===== src/rtl/fifo_rd_pkg.sv =====
// rtl/fifo_rd_pkg.sv - shared types and constants for the FIFO read-side drain stage
package fifo_rd_pkg;

  localparam int SKID_DEPTH = 3;

  typedef logic [1:0] ptr_t;
  typedef logic [1:0] occ_t;

  localparam occ_t OCC_FULL = occ_t'(SKID_DEPTH);

  function automatic ptr_t ptr_inc(input ptr_t p);
    return (p == ptr_t'(SKID_DEPTH - 1)) ? ptr_t'(0) : ptr_t'(p + 2'd1);
  endfunction

endpackage


===== src/rtl/rd_skid_buf.sv =====
// rtl/rd_skid_buf.sv - 3-entry circular skid buffer absorbing the FIFO read latency
module rd_skid_buf
  import fifo_rd_pkg::*;
#(
  parameter int DATA_WIDTH = 16
) (
  input  logic                  clk,
  input  logic                  rst,
  input  logic                  push_i,
  input  logic [DATA_WIDTH-1:0] push_data_i,
  input  logic                  pop_i,
  output logic [DATA_WIDTH-1:0] head_o,
  output occ_t                  occ_o
);

  logic [DATA_WIDTH-1:0] mem_q [SKID_DEPTH];
  ptr_t head_q, head_d;
  ptr_t tail_q, tail_d;
  occ_t occ_q, occ_d;
  logic do_push, do_pop;

  // A push into a full buffer is only accepted when a pop frees a slot in the same cycle.
  always_comb begin
    do_pop  = pop_i && (occ_q != '0);
    do_push = push_i && ((occ_q != OCC_FULL) || do_pop);
    head_d  = do_pop  ? ptr_inc(head_q) : head_q;
    tail_d  = do_push ? ptr_inc(tail_q) : tail_q;
    occ_d   = occ_q;
    if (do_push && !do_pop) begin
      occ_d = occ_q + 2'd1;
    end else if (!do_push && do_pop) begin
      occ_d = occ_q - 2'd1;
    end
  end

  always_ff @(posedge clk) begin
    if (rst) begin
      head_q <= '0;
      tail_q <= '0;
      occ_q  <= '0;
    end else begin
      head_q <= head_d;
      tail_q <= tail_d;
      occ_q  <= occ_d;
    end
  end

  always_ff @(posedge clk) begin
    if (do_push) begin
      mem_q[tail_q] <= push_data_i;
    end
  end

  assign head_o = mem_q[head_q];
  assign occ_o  = occ_q;

endmodule


===== src/rtl/fifo_rd_stream.sv =====
// rtl/fifo_rd_stream.sv - drains the synchronous FIFO into a packet-framed valid/ready stream
module fifo_rd_stream
  import fifo_rd_pkg::*;
#(
  parameter int DATA_WIDTH = 16,
  parameter int PKT_LEN    = 8,
  parameter int CNT_WIDTH  = 16
) (
  input  logic                  clk,
  input  logic                  rst,
  input  logic                  fifo_empty,
  input  logic                  fifo_underflow,
  input  logic [DATA_WIDTH-1:0] fifo_data_out,
  output logic                  fifo_rd_en,
  output logic                  m_valid,
  input  logic                  m_ready,
  output logic [DATA_WIDTH-1:0] m_data,
  output logic                  m_last,
  output logic [CNT_WIDTH-1:0]  words_sent,
  output logic                  err_underflow
);

  localparam int BEAT_W = (PKT_LEN > 1) ? $clog2(PKT_LEN) : 1;
  localparam logic [BEAT_W-1:0] BEAT_LAST = BEAT_W'(PKT_LEN - 1);

  occ_t                  occ;
  logic [2:0]            level;
  logic                  push, pop;
  logic                  inflight_q, inflight_d;
  logic [BEAT_W-1:0]     beat_q, beat_d;
  logic [CNT_WIDTH-1:0]  words_q, words_d;
  logic                  err_q, err_d;

  // Reserve a slot for the read already in flight so a returning word always fits.
  assign level      = {1'b0, occ} + {2'b00, inflight_q};
  assign fifo_rd_en = !rst && !fifo_empty && (level < 3'(SKID_DEPTH));

  assign push    = inflight_q && !fifo_underflow;
  assign m_valid = (occ != '0);
  assign pop     = m_valid && m_ready;
  assign m_last  = m_valid && (beat_q == BEAT_LAST);

  rd_skid_buf #(
    .DATA_WIDTH(DATA_WIDTH)
  ) u_skid (
    .clk        (clk),
    .rst        (rst),
    .push_i     (push),
    .push_data_i(fifo_data_out),
    .pop_i      (pop),
    .head_o     (m_data),
    .occ_o      (occ)
  );

  always_comb begin
    inflight_d = fifo_rd_en;
    beat_d     = beat_q;
    words_d    = words_q;
    err_d      = err_q;
    if (pop) begin
      beat_d  = (beat_q == BEAT_LAST) ? '0 : beat_q + 1'b1;
      words_d = words_q + 1'b1;
    end
    if (inflight_q && fifo_underflow) begin
      err_d = 1'b1;
    end
  end

  always_ff @(posedge clk) begin
    if (rst) begin
      inflight_q <= 1'b0;
      beat_q     <= '0;
      words_q    <= '0;
      err_q      <= 1'b0;
    end else begin
      inflight_q <= inflight_d;
      beat_q     <= beat_d;
      words_q    <= words_d;
      err_q      <= err_d;
    end
  end

  assign words_sent    = words_q;
  assign err_underflow = err_q;

endmodule


===== config.mk =====
export PLATFORM = sky130hd
export DESIGN_NAME = fifo_rd_stream
export DESIGN_NICKNAME = d
export VERILOG_FILES = /design/src/rtl/fifo_rd_pkg.sv /design/src/rtl/rd_skid_buf.sv /design/src/rtl/fifo_rd_stream.sv
export SDC_FILE = /design/constraint.sdc
export NUM_CORES = 1
export LEC_CHECK = 0
export ABC_CLOCK_PERIOD_IN_PS = 6000
export BUFFER_PORTS_ARGS = -buffer_cell sky130_fd_sc_hd__buf_4
export CAP_MARGIN = 20
export CELL_PAD_IN_SITES_DETAIL_PLACEMENT = 1
export CELL_PAD_IN_SITES_GLOBAL_PLACEMENT = 2
export CORE_UTILIZATION = 30
export DETAILED_ROUTE_END_ITERATION = 6
export PLACE_DENSITY = 0.72
export SLEW_MARGIN = 20
export SYNTH_ARGS = -nofsm -noshare
export SYNTH_HDL_FRONTEND = slang
export SYNTH_HIERARCHICAL = 1
export SYNTH_SLANG_ARGS = --single-unit

===== constraint.sdc =====
create_clock -name clk -period 6 [get_ports clk]
set_clock_uncertainty 0.2 [all_clocks]
set_input_delay 1.8 -clock clk [delete_from_list [all_inputs] [get_ports clk]]
set_output_delay 1.8 -clock clk [all_outputs]
set_load 0.02 [all_outputs]

Word-level counts from Yosys, hierarchy flattened
Memories as Yosys holds them, arrays and structs flattened. A register that Yosys moved wholly into a read port is not among the register bits. Cells that the tools add are included.

ROM bits: 0. Memories kept: 1. Output and inout bits: 36. Memory bits (writable): 48. Word-level logic and storage cells: 47. Bits in latches: 0. Input port bits: 21. Bits in registers: 27.

Memory list: u_skid.mem_q (words 3, bits a word 16, read ports 1, clocked after Yosys merged registers in 1, write ports 1, RTL line rd_skid_buf.sv:16) `logic [DATA_WIDTH-1:0] mem_q [SKID_DEPTH];`.

Divide/modulo/power cells: 0. $mul: 0. $add $sub $neg: 7. Equality and inequality tests: 4. Reduce and logical (&&, ||, !) cells: 18. Bitwise logic cells: 0. Mux-type cells: 9. Shifts and indexed selects: 0. Magnitude comparators: 1.

Operators with widths (number): adder 16 x 1 -> 16 bit, second input constant (1); two-way mux 2 bit (6); logical AND 1 bit (10); adder 2 x 1 -> 2 bit, second input constant (3); logical NOT 1 bit (5); equality test 2 bit, second input constant (2); nonzero test 2 bit (2); adder 2 x 1 -> 3 bit (1); adder 3 x 1 -> 3 bit, second input constant (1); equality test 3 bit, second input constant (1); less-than comparator 3 x 2 -> 1 bit, second input constant (1); two-way mux 3 bit (1); two-way mux 1 bit (2); inequality test 2 bit, second input constant (1); subtractor 2 x 1 -> 2 bit, second input constant (1); logical OR 1 bit (1).

Logic depth before layout (Yosys ltp)
Gate-level depths: netlist of the first run.

Depth in word-level cells: 9. Mapped depth: 9. Depth with buffers taken out: 9.

By module
Netlist of the first run, hierarchy kept.

Modules (own cells, without submodules): rd_skid_buf (area an instance 2107.0 µm², cells an instance 137, times used 1, sequential area each 1601.5 µm²); fifo_rd_stream (area an instance 1024.7 µm², cells an instance 109, times used 1, sequential area each 420.4 µm²).

Worst setup path after synthesis of the first run
Ideal clock, no wire load.

Path type: input -> output. From: input port rst. To: output port fifo_rd_en. Data arrival time: 3.024 ns. Stages on the path: 2. Setup slack: 0.976 ns. Data required time: 4.000 ns. Path buffers: 1. Path through: clkbuf_1 -> a2111oi_0.

Cells in the longest elaborated chain, start to end: 3.

Ends and longest elaborated chain: start, declared (RTL line fifo_rd_stream.sv:10) `input logic rst,`; logical NOT 1 bit (RTL line fifo_rd_stream.sv:36) `assign fifo_rd_en = !rst && !fifo_empty && (level < 3'(SKID_DEPTH));`; logical AND 1 bit (2 in series) (RTL line fifo_rd_stream.sv:36); end, declared (RTL line fifo_rd_stream.sv:14) `output logic fifo_rd_en,`.

Every way passes these cells.

Worst setup path after layout of the first run
Ends and elaborated chain as after synthesis.

==> results.yml, run 1 <==
run_status:
  status: "finished, final reports clean"
clock_tree:
  cts_setup_buffers: 0
  h-tree-depth: 3
  root_buffer: "clkbuf_8"
  cts_tree: "built"
  clkTransAtPathRegs_ns: 0.09
  post_cts_resized: 0
  clk_latency_ns: 0.33
  cts_buffers: 9
  ctsHoldBuffers: 0
  clockBufferDepth: 2
  cts.sinks: 77
floorplanning:
  rows: 36
  core_mm2: 0.009955
  ioPinCount: 57
  die_h_um: 104.2
  start_util_pct: 31.46
  die_x_um: 104.2
  dieArea_mm2: 0.01085
worst_setup_path:
  worst-path-max-fanout: 30
  rr_startpoint: "u_skid/occ_o[0]"
  critPathLaunch: "rst"
  crit_type: "in -> out"
  crit_required_ns: 4.00
  critPathLaunchType: "input port"
  crit_path_end_kind: "output port"
  cp.arrival_ns: 2.57
global_route:
  grt_pass1_vias: 2090
  overflow: 0
  grt_pass1_wl_um: 10530
  grt_start_max_net_pins: 33
  antenna_found_initial: 0
  track_usage_pct: 12.28
sta:
  worst_slack_ns: 1.428
  fin_tns_setup_ns: 0
  hold_violations: 0
  slew_violations: 0
  rsz0062_at_grt: "false"
  worst_pin_slew_ns: 1.022
  min_period_over_period_pct: 76.20
  slew_headroom_pct: 31.80
  hold_ws_ns: 0.2676
  period_needed_ns: 4.572
  setup_viol: 0
  max_freq_mhz: 218.7
place:
  preCtsSetupSlack_ns: 1.435
  port-buffer-count: 56
  dp_hpwl_um: 4178
  place_inst: 429
  gp_congestion: 0.7025
synth:
  yosysSeqAreaShare_pct: 64.56
  synth-main-ff-cell: "edfxtp_1"
  syn-num-nets: 273
  ys_seq_elements: 77
  ys_types: 44
  synthArstFlopShare_pct: 0
  yosys-top-cells-area: "edfxtp_1, dfxtp_1, mux2i_1, nand2_1, o21ai_1"
  syn_inst: 246
  syn_area_mm2: 0.003132
  avgSynthCellArea_um2: 12.73
  ys_warn_count: 6
  synth_top_area_share_pct: 46.02
  synth_edf_count: 48
  netlist.top_cell.by_area: "edfxtp_1"
finish:
  layout-drive-gt1-share_pct: 29.81
  antennaDiodeCount: 0
  fin_cells: 445
  final_util_pct: 39.27
  fill_cells: 1074
  area_growth_pct: 24.81
  final_nets: 334
drt:
  drc: 0
  ant_nets: 0
  wl_per_cell_um: 14.04
  routed_wl_um: 6250
  drtIter0Drc: 30
  vias_per_cell: 4.631
  dr.pass1.iters: 4
  vias: 2061
hold_path:
  hold_start: "beat_q[2]"
  hp-class: "reg -> reg"
flow_run:
  max-cap-violations: 0
power:
  pwr-share-comb_pct: 6.3
  p_seq_share_pct: 55.5
  p_switching_uw: 247.3
  p_int_uw: 798.9
  ir_drop_mv: 0.08756
  p_per_area_mw_per_mm2: 267.7
  power_leakage_uw: 0.001400
  swShare_pct: 23.64
  clkPwrFrac_pct: 38.2
## cell families (layout without fill, tap and decap cells)
group                    count (synthesis)  count (layout)  share of synthesized area (%)
flip-flops                              77              77                          64.56
AND/OR/NAND/NOR                         77              77                          13.86
AO/OA/AOI/OAI                           41              41                          7.991
multiplexers                            17              17                          5.593
buffers and inverters                   15              81                          1.958
XOR/XNOR                                13              13                          3.636
adder cells (fa/ha/maj)                  6               6                          2.397
## through the flow
stage          power (uW)  area, um^2
3_3_place_gp        658.7        3700
3_5_place_dp        660.5        3700
6_report             1046        3909
5_1_grt              1094        3909
4_1_cts              1067        3908
2_1_floorplan       625.2        3132
## path summary, 6_finish.rpt
kind	end	slack, ns	cells past startpoint
min reg2reg	beat_q[2]	0.27	2
min	beat_q[2]	0.27	2
max reg2reg	u_skid/mem_q[0][1]	3.07	5
max	fifo_rd_en	1.43	3
## cell usage in the layout, fill, tap and decap left out, types with 2 or more instances in the layout
| master | instances |
|---|---|
| buf_4 | 57 |
| edfxtp_1 | 48 |
| nand2_1 | 29 |
| dfxtp_1 | 28 |
| o21ai_1 | 18 |
| nor2_1 | 16 |
| mux2i_1 | 16 |
| a21oi_1 | 12 |
| xnor2_1 | 9 |
| clkbuf_8 | 9 |
| inv_1 | 7 |
| ha_1 | 6 |
| nor3_1 | 4 |
| o21ai_0 | 4 |
| xor2_1 | 4 |
| nand3_1 | 3 |
| or3_1 | 3 |
| clkinv_4 | 3 |
| a2111oi_0 | 2 |
| nor2b_1 | 2 |
| nor4_1 | 2 |
| nand4_2 | 2 |
| nor4_2 | 2 |
## synth_stat cells (2+ instances only)
| cell type | number |
|---|---|
| o21ai_0 | 4 |
| nand3_1 | 3 |
| inv_1 | 7 |
| nor4_2 | 2 |
| nor2_1 | 16 |
| ha_1 | 6 |
| dfxtp_1 | 29 |
| nor2b_1 | 2 |
| nor4_1 | 2 |
| xnor2_1 | 9 |
| edfxtp_1 | 48 |
| nand4_2 | 2 |
| clkbuf_1 | 5 |
| nor3_1 | 4 |
| nand2_1 | 29 |
| o21ai_1 | 18 |
| a21oi_1 | 12 |
| mux2i_1 | 16 |
| a2111oi_0 | 2 |
| xor2_1 | 4 |
| or3_1 | 3 |
## power groups by stage
stage | Combinational [uW] | Sequential (uW) | Clock (uW)
after floorplan | 34.6 | 591 | 0
after global placement | 65.6 | 593 | 0
after detailed placement | 67.3 | 593 | 0
after CTS | 67.7 | 581 | 419
after global routing | 72.6 | 582 | 439
final | 66.2 | 581 | 399
## sequential cells by signal, summed over array words and instances (netlist names), named ones only
| signal | cells |
|---|---|
| inflight_q | 1 |
| words_sent | 16 |
| u_skid/mem_q | 48 |
| u_skid/tail_q | 2 |
| beat_q | 3 |
| u_skid/head_q | 2 |
| err_underflow | 1 |
| u_skid/occ_o | 2 |
## layer usage
metal  global-route usage, %  up-vias  wire length, um
met5                       0        -                0
met4                   4.286        0               68
met3                   2.694        8              256
met2                   19.67       50             2847
met1                   16.38      990             3078
li1                        -     1013                -
## critical path, stage by stage
cell       delay (ns)
buf_4            0.21
a2111oi_0        0.34
buf_4            0.22
## layout make-up
class                      instances  area, um^2  share of cell area [%]
clock buffer                       9       123.9                   3.169
clock inverter                     7       83.83                   2.145
inverter                           8       30.03                  0.7682
multi-input combinational        154        1054                   26.95
sequential                        77        2023                   51.76
tap                              133       166.4                   4.257
timing repair buffer              57       427.9                   10.95
(Power assumes the default switching activity.)
==> run 2, diff against run 1 <==
--- a/config.mk
+++ b/config.mk
@@ -5,14 +5,14 @@
 export SDC_FILE = /design/constraint.sdc
 export NUM_CORES = 1
 export LEC_CHECK = 0
-export ABC_CLOCK_PERIOD_IN_PS = 6000
+export ABC_CLOCK_PERIOD_IN_PS = 4019
 export BUFFER_PORTS_ARGS = -buffer_cell sky130_fd_sc_hd__buf_4
 export CAP_MARGIN = 20
 export CELL_PAD_IN_SITES_DETAIL_PLACEMENT = 1
 export CELL_PAD_IN_SITES_GLOBAL_PLACEMENT = 2
 export CORE_UTILIZATION = 30
 export DETAILED_ROUTE_END_ITERATION = 6
-export PLACE_DENSITY = 0.72
+export PLACE_DENSITY = 0.75
 export SLEW_MARGIN = 20
 export SYNTH_ARGS = -nofsm -noshare
 export SYNTH_HDL_FRONTEND = slang
==> constraint.sdc (replaced) <==
create_clock -name clk -period 4.02 [get_ports clk]
set_clock_uncertainty 0.2 [all_clocks]
set_input_delay 1.206 -clock clk [delete_from_list [all_inputs] [get_ports clk]]
set_output_delay 1.206 -clock clk [all_outputs]
set_load 0.02 [all_outputs]
==> results.yml, run 2 (synthesis results as in run 1) <==
flow_run:
  max-cap-violations: 0
drt:
  routed_wl_um: 6438
  vias_per_cell: 4.629
  wl_per_cell_um: 14.37
  drc: 0
  ant_nets: 0
  drtIter0Drc: 63
  dr.pass1.iters: 4
  vias: 2074
finish:
  antennaDiodeCount: 0
  fill_cells: 1095
  largest_register: "u_skid/mem_q"
  area_growth_pct: 24.93
  layout_commonest_cell: "buf_4"
  multi_input_comb_area_mm2: 0.001054
  final_nets: 337
  final_cell_mix: "buf_4, edfxtp_1, nand2_1, dfxtp_1, o21ai_1"
  layout-drive-gt1-share_pct: 30.16
  regArea_mm2: 0.002022
  largest_register_ffs: 48
hold_path:
  hold_start: "beat_q[1]"
  min_path_cells: 2
  hp-class: "reg -> reg"
  worstHoldEndpoint: "beat_q[1]"
sta:
  worst_pin_slew_ns: 0.6917
  fin_tns_setup_ns: 0
  hold_violations: 0
  slew_headroom_pct: 53.84
  setup_viol: 0
  slew_violations: 0
  period_needed_ns: 3.429
  min_period_over_period_pct: 85.31
  rsz0062_at_grt: "false"
  max_freq_mhz: 291.6
worst_setup_path:
  worst_path_largest_cell_delay_ns: 0.62
  worst-path-max-fanout: 10
  cp.arrival_ns: 2.02
  worst-path-buf-inv: 1
  path_common_cell: "ha_1"
  ff2ff_path_depth: 6
  worst_r2r_endpoint: "u_skid/mem_q[0][13]"
  rr_startpoint: "u_skid/occ_o[0]"
  critPathLaunchType: "register"
  crit_path_end_kind: "output port"
  crit_type: "reg -> out"
  crit_chain: "ha_1 > ha_1 > a2111oi_0 > buf_4"
  rrSetupSlack_ns: 1.41
  cpMaxStageDelayCell: "dfxtp_1"
  critPathTopFamily: "flip-flops"
  crit_required_ns: 2.61
floorplanning:
  dieArea_mm2: 0.01085
  ioPinCount: 57
  rows: 36
  die_h_um: 104.2
  core_mm2: 0.009955
  die_x_um: 104.2
  start_util_pct: 31.46
global_route:
  grt_pass1_vias: 2110
  grt_start_max_net_pins: 33
  antenna_found_initial: 0
  track_usage_pct: 12.52
  overflow: 0
  grt_pass1_wl_um: 10630
power:
  finalPower_uw: 1530
  p_per_area_mw_per_mm2: 391.0
  power_leakage_uw: 0.001412
  ir_drop_mv: 0.1950
clock_tree:
  post_cts_resized: 0
  clkTransAtPathRegs_ns: 0.08
  ctsHoldBuffers: 0
  root_buffer: "clkbuf_8"
  h-tree-depth: 3
  clk_latency_ns: 0.33
  cts_setup_buffers: 0
  clockBufferDepth: 2
  cts.sinks: 77
  cts_tree: "built"
  cts_buffers: 9
run_status:
  status: "finished, final reports clean"
place:
  gp_congestion: 0.6810
  port-buffer-count: 56
  dp_hpwl_um: 4276
## run 2: changes by cell type in the layout (fill, tap and decap cells not counted)
cell	previous run	this run
dfxtp_1	28	29
clkinv_2	0	4
inv_8	1	0
dfxtp_2	1	0
clkinv_4	3	1
inv_6	1	0
buf_4	57	60
## run 2: worst reg2reg max path, cell delays in order (launching register included)
cell and delay, ns:
dfxtp_1 0.62, o21ai_1 0.28, inv_2 0.23, and3b_4 0.24, or4_4 0.42, inv_1 0.07
buf_4 0.24
## run 2: worst max-delay path by stage
| stage | slack (ns) | startpoint | endpoint | cells after the start |
|---|---|---|---|---|
| floorplan | 0.18 | rst | fifo_rd_en | 2 |
| global placement | 0.63 | rst | fifo_rd_en | 3 |
| detailed placement | 0.64 | rst | fifo_rd_en | 3 |
| CTS | 0.53 | u_skid/occ_o[0] | fifo_rd_en | 4 |
| global route | 0.38 | u_skid/occ_o[0] | fifo_rd_en | 4 |
| finish | 0.59 | u_skid/occ_o[0] | fifo_rd_en | 4 |
## run 2: area by class of cell
class                           instances  share of cell area [%]
Sequential cell                        77                   51.68
Clock inverter                          7                   1.695
Tap cell                              133                   4.253
Inverter                                8                  0.7675
Timing Repair Buffer                   60                   11.51
Clock buffer                            9                   3.166
Multi-Input combinational cell        154                   26.93
## run 2: power breakdown
part           internal [uW]  switching [uW]
combinational           45.3            56.9
sequential               852            12.5
clock                    284             280
## run 2: metrics by stage
step,cells,setup slack [ns],area [um^2],utilization (%),hold slack (ns)
2_1_floorplan,246,0.1843,3132,-,0.2400
3_3_place_gp,432,0.6270,3722,37.39,0.2550
3_5_place_dp,432,0.6428,3722,37.39,0.2644
4_1_cts,448,0.5292,3913,39.30,0.2757
5_1_grt,448,0.3803,3913,39.30,0.3004
6_report,448,0.5906,3913,39.30,0.2697
## run 2: layer usage
layer  up-vias  share of wire (%)  GRT usage [%]
li1       1020                  -              -
met1      1004                 48          16.08
met2        48                 48          20.52
met3         2                4.3          3.321
met4         0               0.30          3.980
met5         -                  0              0
